**config.mk**
```make
export PLATFORM = sky130hd
export DESIGN_NAME = uart_rx_cfg
export DESIGN_NICKNAME = d
export VERILOG_FILES = /design/src/rtl/uart_rx_cfg.sv
export SDC_FILE = /design/constraint.sdc
export NUM_CORES = 1
export LEC_CHECK = 0
export ABC_AREA = 1
export BUFFER_PORTS_ARGS = -buffer_cell sky130_fd_sc_hd__buf_2
export CORE_MARGIN = 2
export CORE_UTILIZATION = 45
export DETAILED_ROUTE_END_ITERATION = 8
export SYNTH_ARGS = -nofsm -noshare
export SYNTH_HDL_FRONTEND = slang
export SYNTH_SLANG_ARGS = --single-unit
```
**constraint.sdc**
```tcl
create_clock -name clk -period 1.9 [get_ports clk]
set_input_delay 0.095 -clock clk [delete_from_list [all_inputs] [get_ports clk]]
set_output_delay 0.095 -clock clk [all_outputs]
set_load 0.05 [all_outputs]
```
**src/rtl/uart_rx_cfg.sv**
```systemverilog
// uart_rx_cfg: oversampled UART receiver, majority vote, valid/ready output.
// Optional parity bit when UART_RX_PARITY_EN is defined.
module uart_rx_cfg #(
    parameter int CLK_FREQ   = 27_000_000,
    parameter int BAUD       = 4800,
    parameter int DATA_BITS  = 8,
    parameter int STOP_BITS  = 1,
    parameter int MSB_FIRST  = 0,
    parameter int PARITY_ODD = 0
) (
    input  logic                 clk,
    input  logic                 rst,
    input  logic                 rxd,
    output logic [DATA_BITS-1:0] data,
    output logic                 valid,
    input  logic                 ready,
    output logic                 frame_err,
    output logic                 parity_err,
    output logic                 overrun
);

    localparam int CPB = CLK_FREQ / BAUD;
    localparam int TW  = $clog2(CPB);
    localparam int BW  = $clog2(DATA_BITS + 1);

    localparam logic [TW-1:0] T_S0   = TW'(CPB / 2 - 1);
    localparam logic [TW-1:0] T_S1   = TW'(CPB / 2);
    localparam logic [TW-1:0] T_VOTE = TW'(CPB / 2 + 1);
    localparam logic [TW-1:0] T_WRAP = TW'(CPB - 1);
    localparam logic [BW-1:0] B_LAST = BW'(DATA_BITS);

    if (CPB < 8 || DATA_BITS < 5 || DATA_BITS > 9 ||
        (STOP_BITS != 1 && STOP_BITS != 2) ||
        (PARITY_ODD != 0 && PARITY_ODD != 1)) begin : g_bad_cfg
        $error("uart_rx_cfg: illegal parameter set");
    end

`ifdef UART_RX_PARITY_EN
    typedef enum logic [2:0] {
        S_IDLE, S_START, S_DATA, S_PARITY, S_STOP, S_WAIT_HIGH
    } state_e;
`else
    typedef enum logic [2:0] {
        S_IDLE, S_START, S_DATA, S_STOP, S_WAIT_HIGH
    } state_e;
`endif

    state_e               state_q, state_d;
    logic [1:0]           sync_q;
    logic [TW-1:0]        tick_q, tick_d;
    logic [BW-1:0]        bcnt_q, bcnt_d;
    logic [DATA_BITS-1:0] shift_q, shift_d;
    logic [1:0]           samp_q, samp_d;
    logic                 ferr_q, ferr_d;
    logic                 stop_q, stop_d;
    logic [DATA_BITS-1:0] data_q, data_d;
    logic                 valid_q, valid_d;
    logic                 fe_q, fe_d;
    logic                 pe_q, pe_d;
    logic                 ovr_q, ovr_d;
    logic                 perr_q, perr_d;
    logic                 rxs, vote, at_vote, at_wrap, last_stop;
    logic                 deliver, fe_new;

    assign rxs       = sync_q[1];
    assign vote      = (samp_q[0] & samp_q[1]) | (samp_q[0] & rxs) |
                       (samp_q[1] & rxs);
    assign at_vote   = (tick_q == T_VOTE);
    assign at_wrap   = (tick_q == T_WRAP);
    assign last_stop = (STOP_BITS == 1) || stop_q;
    assign fe_new    = ferr_q | ~vote;

    // Two-flop synchronizer for the asynchronous line, idles high.
    always_ff @(posedge clk) begin
        if (rst) sync_q <= 2'b11;
        else     sync_q <= {sync_q[0], rxd};
    end

    // State, datapath and holding-register flops.
    always_ff @(posedge clk) begin
        if (rst) begin
            state_q <= S_IDLE;
            tick_q  <= '0;
            bcnt_q  <= '0;
            shift_q <= '0;
            samp_q  <= '0;
            ferr_q  <= 1'b0;
            stop_q  <= 1'b0;
            perr_q  <= 1'b0;
            data_q  <= '0;
            valid_q <= 1'b0;
            fe_q    <= 1'b0;
            pe_q    <= 1'b0;
            ovr_q   <= 1'b0;
        end else begin
            state_q <= state_d;
            tick_q  <= tick_d;
            bcnt_q  <= bcnt_d;
            shift_q <= shift_d;
            samp_q  <= samp_d;
            ferr_q  <= ferr_d;
            stop_q  <= stop_d;
            perr_q  <= perr_d;
            data_q  <= data_d;
            valid_q <= valid_d;
            fe_q    <= fe_d;
            pe_q    <= pe_d;
            ovr_q   <= ovr_d;
        end
    end

    // Frame FSM: bit timing, voting, payload assembly, delivery request.
    always_comb begin
        state_d = state_q;
        tick_d  = at_wrap ? '0 : tick_q + 1'b1;
        bcnt_d  = bcnt_q;
        shift_d = shift_q;
        samp_d  = samp_q;
        ferr_d  = ferr_q;
        stop_d  = stop_q;
        perr_d  = perr_q;
        deliver = 1'b0;
        if (tick_q == T_S0) samp_d[0] = rxs;
        if (tick_q == T_S1) samp_d[1] = rxs;
        unique case (state_q)
            S_IDLE: begin
                tick_d = '0;
                if (!rxs) begin
                    state_d = S_START;
                    bcnt_d  = '0;
                    ferr_d  = 1'b0;
                    stop_d  = 1'b0;
                    perr_d  = 1'b0;
                end
            end
            S_START: begin
                if (at_vote && vote) state_d = S_IDLE;
                else if (at_wrap)    state_d = S_DATA;
            end
            S_DATA: begin
                if (at_vote) begin
                    bcnt_d = bcnt_q + 1'b1;
                    if (MSB_FIRST != 0)
                        shift_d = {shift_q[DATA_BITS-2:0], vote};
                    else
                        shift_d = {vote, shift_q[DATA_BITS-1:1]};
                end
                if (at_wrap && bcnt_q == B_LAST) begin
`ifdef UART_RX_PARITY_EN
                    state_d = S_PARITY;
`else
                    state_d = S_STOP;
`endif
                end
            end
`ifdef UART_RX_PARITY_EN
            S_PARITY: begin
                if (at_vote)
                    perr_d = vote ^ (^shift_q) ^ 1'(PARITY_ODD);
                if (at_wrap) state_d = S_STOP;
            end
`endif
            S_STOP: begin
                if (at_vote) begin
                    if (!vote) ferr_d = 1'b0 | 1'b1;
                    if (last_stop) begin
                        deliver = 1'b1;
                        state_d = vote ? S_IDLE : S_WAIT_HIGH;
                    end
                end else if (at_wrap) begin
                    stop_d = 1'b1;
                end
            end
            S_WAIT_HIGH: begin
                tick_d = '0;
                if (rxs) state_d = S_IDLE;
            end
            default: state_d = S_IDLE;
        endcase
    end

    // Single-entry holding register with overrun tracking.
    always_comb begin
        valid_d = valid_q;
        data_d  = data_q;
        fe_d    = fe_q;
        pe_d    = pe_q;
        ovr_d   = ovr_q;
        if (valid_q && ready) begin
            valid_d = 1'b0;
            ovr_d   = 1'b0;
        end
        if (deliver) begin
            if (!valid_q || ready) begin
                valid_d = 1'b1;
                data_d  = shift_q;
                fe_d    = fe_new;
                pe_d    = perr_q;
            end else begin
                ovr_d = 1'b1;
            end
        end
    end

    assign data      = data_q;
    assign valid     = valid_q;
    assign frame_err = fe_q;
    assign overrun   = ovr_q;
`ifdef UART_RX_PARITY_EN
    assign parity_err = pe_q;
`else
    assign parity_err = 1'b0;
`endif

endmodule
```
# Yosys cells after proc, flatten, opt, wreduce, memory -nomap -nowiden
# Index checks and enable logic that the tools add are counted.
# word_totals
register_bits	44
output_inout_bits	12
wordCells	74
in_bits	4
# classes
mux	23
n_eq_ne	16
n_reduce_logical	14
n_addsub	2
bitwise	7
# ops
operator	n
$eq A13 B12 Y1 const B	3
$mux W3	7
$pmux W3 S5	1
$add A13 B1 Y13 const B	1
$eq A13 B13 Y1 const B	1
$ne A2 B2 Y1 const B	6
$mux W1	11
$mux W4	2
$pmux W4 S2	1
$eq A3 B2 Y1 const B	2
$reduce_and A5 Y1	1
$add A4 B1 Y4 const B	1
$eq A4 B4 Y1 const B	1
$reduce_and A2 Y1	2
$reduce_and A4 Y1	1
$reduce_bool A2 Y1	2
$reduce_or A4 Y1	1
$and A1 B1 Y1	3
$eq A3 B1 Y1 const B	1
$eq A3 B3 Y1 const B	1
$logic_and A1 B1 Y1	3
$logic_not A3 Y1	1
$ne A3 B3 Y1 const B	1
$or A1 B1 Y1	3
other kinds (5)	5

# Depth between registers and ports, before layout
# Gate-level depths: netlist (run 1).
# logic_depth
word_depth	6
ltp_mapped	12
depth_no_buf	12

# Worst setup path before layout (run 1)
# No wires, ideal clock.
# synth_path
path_type	register to register
startpoint	register bcnt_q[0]
endpoint	register state_q[0]
path_stages_with_launch	8
period_less_slack_ps	1406
t_required_ps	1785
setup_ps	115
n_path_buf	0
arrival_time_ps	1292
setup_slack_ps	494
path_cell_list	dfxtp_1 -> inv_1 -> ha_1 -> and3_1 -> o21ai_0 -> nor2_4 -> a21oi_1 -> nor2_1
# synth_between
elab_chain_len	4
# synth_lines
item	line	rtl
from (decl)	51	logic [BW-1:0] bcnt_q, bcnt_d;
from (signal assigned)	98	bcnt_q <= bcnt_d;
$eq A4 B4 Y1	148	if (at_wrap && bcnt_q == B_LAST) begin
$logic_and A1 B1 Y1	148	
$ne A2 B2 Y1 (no line)	-	
$reduce_and A5 Y1 (no line)	-	
to (signal assigned)	96	state_q <= state_d;
to (decl)	48	state_e state_q, state_d;
# Every way passes these cells.
# A chain may end at the register's enable or synchronous reset.

# Final worst setup path (run 1)
# Ends and elaborated chain as after synthesis.

==> flow_metrics.py, run 1 <==
metrics = {
    "run_status": {
        "outcome": "completed",
    },
    "timing": {
        "final-setup-viol-count": 0,
        "rsz0062_at_grt": "no",
        "setup_ws_ns": 0.351,
        "fin_skew_ns": 0.0121,
        "final_hold_viol_count": 0,
        "tns_ns": 0,
        "drv_slew": 0,
        "fmax_ghz": 0.646,
        "period_needed_ns": 1.55,
        "whs_ns": 0.0380,
        "period_share": 0.815,
    },
    "critical_path": {
        "required_ns": 2.10,
        "arrival_ns": 1.75,
        "r2r_end": "state_q[0]",
        "r2r-start": "bcnt_q[0]",
        "crit_fanout": 5,
        "ff2ff_setup_slack_ns": 0.35,
        "ff2ff_path_depth": 7,
        "worstSetupPathType": "reg -> reg",
        "end_kind": "flop",
        "start_kind": "flop",
    },
    "flow_run": {
        "maxCapViolations": 0,
    },
    "detailed_routing": {
        "wl_per_cell_um": 10.9,
        "post-route-drc-count": 0,
        "vias": 1687,
        "routed_wl_um": 3800,
        "drt_iter0_drc": 116,
        "ant_nets": 0,
        "first_pass_iters": 4,
        "via_per_inst": 4.83,
    },
    "synth": {
        "syn_nets": 285,
        "yosysSeqAreaShare": 0.437,
        "synth_cell_types": 31,
        "syn-instance-count": 276,
        "synth_area_mm2": 0.00202,
        "avgSynthCellArea_um2": 7.31,
        "yosys_warnings": 0,
        "yosys_register_bits": 44,
    },
    "power_and_ir_drop": {
        "finalPower_mw": 2.18,
        "power_leakage_nw": 0.926,
        "ir_worst_vdd_mv": 0.479,
        "power.density_mw_per_mm2": 959,
    },
    "cells_and_area": {
        "syn_to_final_growth_pct": 12.7,
        "final_area_mm2": 0.00227,
        "fillers": 433,
        "final_common_cell": "nand2_1",
        "layout_common_cells": "nand2_1 (64), dfxtp_1 (44), a21oi_1 (35), inv_1 (32), nand3_1 (24)",
        "n_antenna_cell": 0,
        "drive_above_1_share": 0.148,
        "nets": 305,
    },
    "place": {
        "routabilityCongestion": 0.833,
        "placed_area_mm2": 0.00214,
        "place_hpwl_um": 2790,
        "dp_slack_ns": 0.344,
        "io_buffers": 14,
    },
    "min_path": {
        "hold_path_class": "in -> reg",
        "min_from": "ready",
        "min_path_cells": 4,
        "holdPathEnd": "overrun",
    },
    "floorplan": {
        "die_area_mm2": 0.00503,
        "rows": 24,
        "die_h_um": 71.0,
        "die_w_um": 71.0,
        "io_pins": 16,
        "start_util": 0.466,
        "core-area_mm2": 0.00432,
    },
    "clocking": {
        "numClockSinks": 44,
        "numCtsBuffers": 5,
        "ctsRootBufferMaster": "clkbuf_8",
        "cts.repair.resized": 0,
        "insertion_delay_ns": 0.30,
        "cts.clk_slew.worst_paths_ns": 0.08,
        "htreeDepth": 2,
        "post_cts_buffers": 0,
        "clk_path_buf_depth": 2,
        "cts_tree": "yes",
    },
    "grt": {
        "first_global_vias": 1481,
        "grt_max_degree": 23,
        "antenna_found_initial": 0,
        "grt_pass1_wl_um": 6590,
        "overflow": 0,
        "grt_usage": 0.163,
    },
}
==> per-stage QoR <==
step | util | std cells
3_3_place_gp | 0.495 | 340
4_1_cts | 0.525 | 349
6_report | 0.525 | 349
2_1_floorplan | - | 276
5_1_grt | 0.525 | 349
3_5_place_dp | 0.495 | 340
==> critical path: stages (launching register included) <==
cell     delay, ns
dfxtp_1       0.38
inv_1         0.07
ha_1          0.18
and3_1        0.20
o21ai_0       0.30
nor2_4        0.10
a21oi_1       0.16
nor2_1        0.06
==> registers in the layout, indices dropped and copies added (netlist names) <==
name       cells
valid          1
bcnt_q         4
sync_q         2
data           8
ferr_q         1
overrun        1
tick_q        13
shift_q        8
state_q        3
frame_err      1
samp_q         2
==> worst max path at each step <==
stage | end | slack (ns) | cells after the start | start
after global routing | tick_q[11] | 0.13 | 9 | tick_q[10]
final | state_q[0] | 0.35 | 7 | bcnt_q[0]
after CTS | state_q[0] | 0.34 | 7 | bcnt_q[0]
after detailed placement | state_q[0] | 0.34 | 7 | bcnt_q[0]
after global placement | tick_q[12] | 0.37 | 8 | tick_q[0]
after floorplan | state_q[0] | 0.49 | 7 | bcnt_q[0]
==> timing repair <==
item,in CTS,in global routing
endpoints found under the setup margin,0,0
hold endpoints to repair,1,0
hold buffers,1,0
==> power by group <==
| part | switching, mW | internal [mW] | leakage, nW |
|---|---|---|---|
| combinational | 0.270 | 0.142 | 0.509 |
| clock | 0.327 | 0.430 | 0.0614 |
| sequential | 0.0413 | 0.968 | 0.356 |
| total | 0.639 | 1.54 | 0.926 |
==> cells in the mapped netlist (all sizes together) <==
library cell  count  share of area
a211oi            1         0.0037
ha                5          0.031
clkinv            1         0.0019
nand3b            1         0.0037
or2               4          0.012
conb              1         0.0019
nand3            26          0.069
dfxtp            44           0.44
nor2             27          0.065
o21a              1         0.0037
clkbuf            3         0.0056
nor3              3         0.0074
inv              36          0.069
a21oi            36          0.091
nand4             3         0.0093
xor2              2         0.0087
and3              1         0.0031
nor4              1         0.0031
o21ai             9          0.022
nand2            67           0.13
buf               3          0.015
xnor2             1         0.0043
==> area by class of cell <==
class                           count  area [um2]  area share
Clock buffer                        6        82.6      0.0363
Clock inverter                      2        38.8      0.0171
Tap cell                           52        65.1      0.0286
Sequential cell                    44         881       0.388
Timing Repair Buffer               19         110      0.0485
Inverter                           37         144      0.0633
Multi-Input combinational cell    189         951       0.419
==> cells by family (layout without fill, tap and decap cells) <==
logic type,after synthesis,in the layout,synth area share
compound gates,47,47,0.121
xor+xnor,3,3,0.0130
fa+ha+maj,5,5,0.0310
buf+inv,43,64,0.0918
flops,44,44,0.437
other cells,1,1,0.00186
simple gates,133,133,0.305
==> routing by layer <==
metal | share of wire | global-route usage
met5 | 0 | 0
met4 | 0.011 | 0.0440
met2 | 0.41 | 0.236
met3 | 0.032 | 0.0527
met1 | 0.54 | 0.235
Note: power is estimated with default switching activity, not from simulation.
==> run 2, diff against run 1 <==
--- a/config.mk
+++ b/config.mk
@@ -5,11 +5,12 @@
 export SDC_FILE = /design/constraint.sdc
 export NUM_CORES = 1
 export LEC_CHECK = 0
-export ABC_AREA = 1
+export ABC_AREA = 0
 export BUFFER_PORTS_ARGS = -buffer_cell sky130_fd_sc_hd__buf_2
 export CORE_MARGIN = 2
 export CORE_UTILIZATION = 45
 export DETAILED_ROUTE_END_ITERATION = 8
+export PLACE_DENSITY = 0.65
 export SYNTH_ARGS = -nofsm -noshare
 export SYNTH_HDL_FRONTEND = slang
 export SYNTH_SLANG_ARGS = --single-unit
==> constraint.sdc (replaced) <==
create_clock -name clk -period 1.3 [get_ports clk]
set_input_delay 0.065 -clock clk [delete_from_list [all_inputs] [get_ports clk]]
set_output_delay 0.065 -clock clk [all_outputs]
set_load 0.05 [all_outputs]
==> run 2 against run 1 <==
The run now ends with setup timing left. Clock skew up 0.00083 ns. Non-clock buffer count up 65. Maximum frequency down 20%. First-iteration DRC count up 5.2%. Critical path depth unchanged. Cell count down 0.29%. Worst setup slack worse by 1.0 ns. Count of clock-buffer cells in the layout down 1. Flip-flop and latch count unchanged. Combinational power up 35%. Final area up 37%. Critical path type unchanged.
==> flow_metrics.py, run 2 <==
metrics = {
    "timing": {
        "setup_ws_ns": -0.647,
        "fmax_ghz": 0.514,
        "final_hold_viol_count": 0,
        "final-setup-viol-count": 42,
        "tns_ns": -19.21,
        "rsz0062_at_grt": "yes",
        "fin_skew_ns": 0.0129,
        "whs_ns": 0.146,
        "drv_slew": 0,
        "period_share": 1.50,
        "period_needed_ns": 1.95,
    },
    "synth": {
        "yosys.area.top_type": "dfxtp_1",
        "syn_nets": 225,
        "yosys_register_bits": 44,
        "synth_cell_types": 42,
        "syn-instance-count": 216,
        "ys_top_cells_by_area": "dfxtp_1 (46%), nor2_1 (6.4%), mux2i_1 (5.2%), nand2_1 (4.1%), xnor2_1 (4.1%)",
        "synth.most_common_cell": "dfxtp_1",
        "yosysSeqAreaShare": 0.458,
        "async_flop_share": 0,
        "ys_top_cells_by_count": "dfxtp_1 (44), nor2_1 (33), nand2_1 (21)",
        "synth-main-ff-cell": "dfxtp_1",
        "yosys_warnings": 0,
        "synth_area_mm2": 0.00192,
        "synth_edf_count": 0,
        "netlist.area_leader.share": 0.458,
        "avgSynthCellArea_um2": 8.90,
    },
    "min_path": {
        "hold_path_class": "in -> reg",
        "min_path_cells": 3,
    },
    "floorplan": {
        "io_pins": 16,
        "core-area_mm2": 0.00406,
        "start_util": 0.474,
        "die_area_mm2": 0.00481,
        "die_h_um": 69.4,
        "die_w_um": 69.4,
        "rows": 23,
    },
    "cells_and_area": {
        "drive_above_1_share": 0.554,
        "final_area_mm2": 0.00310,
        "syn_to_final_growth_pct": 61.3,
        "regArea_um2": 896,
        "final_common_cell": "buf_4",
        "fillers": 251,
        "top_register": "tick_q",
        "nets": 306,
        "multi_input_area_mm2": 0.00133,
        "n_antenna_cell": 0,
        "layout_common_cells": "buf_4 (50), dfxtp_1 (34), nor2_1 (22), buf_6 (17), nand2_1 (16)",
        "largest_reg_flops": 13,
    },
    "run_status": {
        "violations": "setup timing",
        "outcome": "complete, but fails checks",
    },
    "grt": {
        "first_global_vias": 1689,
        "grt_max_degree": 33,
        "grt_pass1_wl_um": 7830,
        "overflow": 0,
        "antenna_found_initial": 0,
        "grt_usage": 0.201,
    },
    "place": {
        "placed_area_mm2": 0.00247,
        "io_buffers": 14,
        "routabilityCongestion": 0.761,
        "place_hpwl_um": 2920,
    },
    "power_and_ir_drop": {
        "power_leakage_nw": 1.24,
        "finalPower_mw": 3.01,
        "power.density_mw_per_mm2": 971,
        "ir_worst_vdd_mv": 0.831,
    },
    "critical_path": {
        "crit_chain": "inv_2 -> ha_4 -> nand3_2 -> or4_4 -> a211oi_4 -> o21ai_2 -> mux2_4",
        "slowest_stage": "or4_4",
        "cpPeakStageDelay_ns": 0.58,
        "ff2ff_path_depth": 7,
        "end_kind": "flop",
        "worstSetupPathType": "reg -> reg",
        "crit_fanout": 4,
        "start_kind": "flop",
        "required_ns": 1.49,
        "arrival_ns": 2.13,
    },
    "detailed_routing": {
        "vias": 1833,
        "ant_nets": 0,
        "route.met2.wl_um": 2800,
        "met3_length_um": 174,
        "first_pass_iters": 4,
        "wl_met1_um": 2370,
        "drt_iter0_drc": 122,
        "via_per_inst": 5.27,
        "routed_wl_um": 5520,
        "post-route-drc-count": 0,
        "top_layer": "met4",
        "wl_per_cell_um": 15.9,
    },
    "clocking": {
        "numCtsBuffers": 5,
        "htreeDepth": 2,
        "insertion_delay_ns": 0.30,
        "ctsRootBufferMaster": "clkbuf_8",
        "clk_path_buf_depth": 2,
        "cts.clk_slew.worst_paths_ns": 0.09,
        "numClockSinks": 44,
        "cts_tree": "yes",
    },
    "flow_run": {
        "maxCapViolations": 0,
    },
}
[run 2: cell types whose count changed after synthesis, sizes merged, moves of 4 or more]
| cell | before | now |
|---|---|---|
| xnor2 | 1 | 9 |
| a21oi | 36 | 15 |
| nor3 | 3 | 9 |
| nand2 | 67 | 21 |
| mux2i | 0 | 10 |
| clkbuf | 3 | 7 |
| nor2 | 27 | 34 |
| o21ai | 9 | 4 |
| inv | 36 | 6 |
| nand3 | 26 | 10 |
[run 2: per-stage QoR]
step                setup WS [ns]  instances  utilization
global placement           -0.541        323        0.610
finish                     -0.647        348        0.764
detailed placement         -0.578        323        0.610
CTS                        -0.551        343        0.697
floorplan                  -0.610        216            -
global route               -0.724        348        0.764
[run 2: kinds of logic (layout without fill, tap and decap cells)]
kind of cell / count (synthesis) / after routing / synth area share
compound gates: 26 / 26 / 0.0859
other cells: 1 / 1 / 0.00195
fa+ha+maj: 5 / 5 / 0.0325
flops: 44 / 44 / 0.458
mux: 11 / 11 / 0.0599
simple gates: 98 / 99 / 0.258
xor+xnor: 14 / 14 / 0.0638
buf+inv: 17 / 98 / 0.0403
[run 2: final cells by class]
type	instances	area share
Clock inverter	3	0.0153
Timing Repair Buffer	84	0.218
Tap cell	50	0.0202
Sequential cell	44	0.289
Multi-Input combinational cell	156	0.427
Clock buffer	5	0.0222
Inverter	6	0.00807
[run 2: what timing repair did]
item	CTS	global route
resized for setup	37	55
hold endpoints to repair	2	0
pin swaps	19	41
hold buffers	2	0
buffers inserted	9	7
setup endpoints to repair	42	42
cloned	2	0
[run 2: per-layer routing]
layer / vias to the layer above / global-route usage
met4: 0 / 0.0588
met2: 40 / 0.327
met1: 882 / 0.267
met5: - / 0
li1: 895 / -
met3: 16 / 0.0451
[run 2: where the power goes]
group          switching (mW)  leakage [nW]  internal [mW]
Combinational           0.271         0.819          0.284
Sequential             0.0225         0.360           1.37
Clock                   0.487        0.0583          0.579
[run 2: path summary, 6_finish.rpt]
| check | start | to | slack [ns] |
|---|---|---|---|
| min | ready | valid | 0.15 |
| min reg2reg | sync_q[0] | sync_q[1] | 0.42 |
| max reg2reg | tick_q[1] | state_q[0] | -0.65 |
| max | tick_q[1] | state_q[0] | -0.65 |
[run 2: worst max-delay path: cells and delay by family (launching register included)]
family / cells / cell delay (ns)
compound gates: 2 / 0.35
fa+ha+maj: 1 / 0.14
buf+inv: 1 / 0.08
flops: 1 / 0.33
mux: 1 / 0.30
simple gates: 2 / 0.63
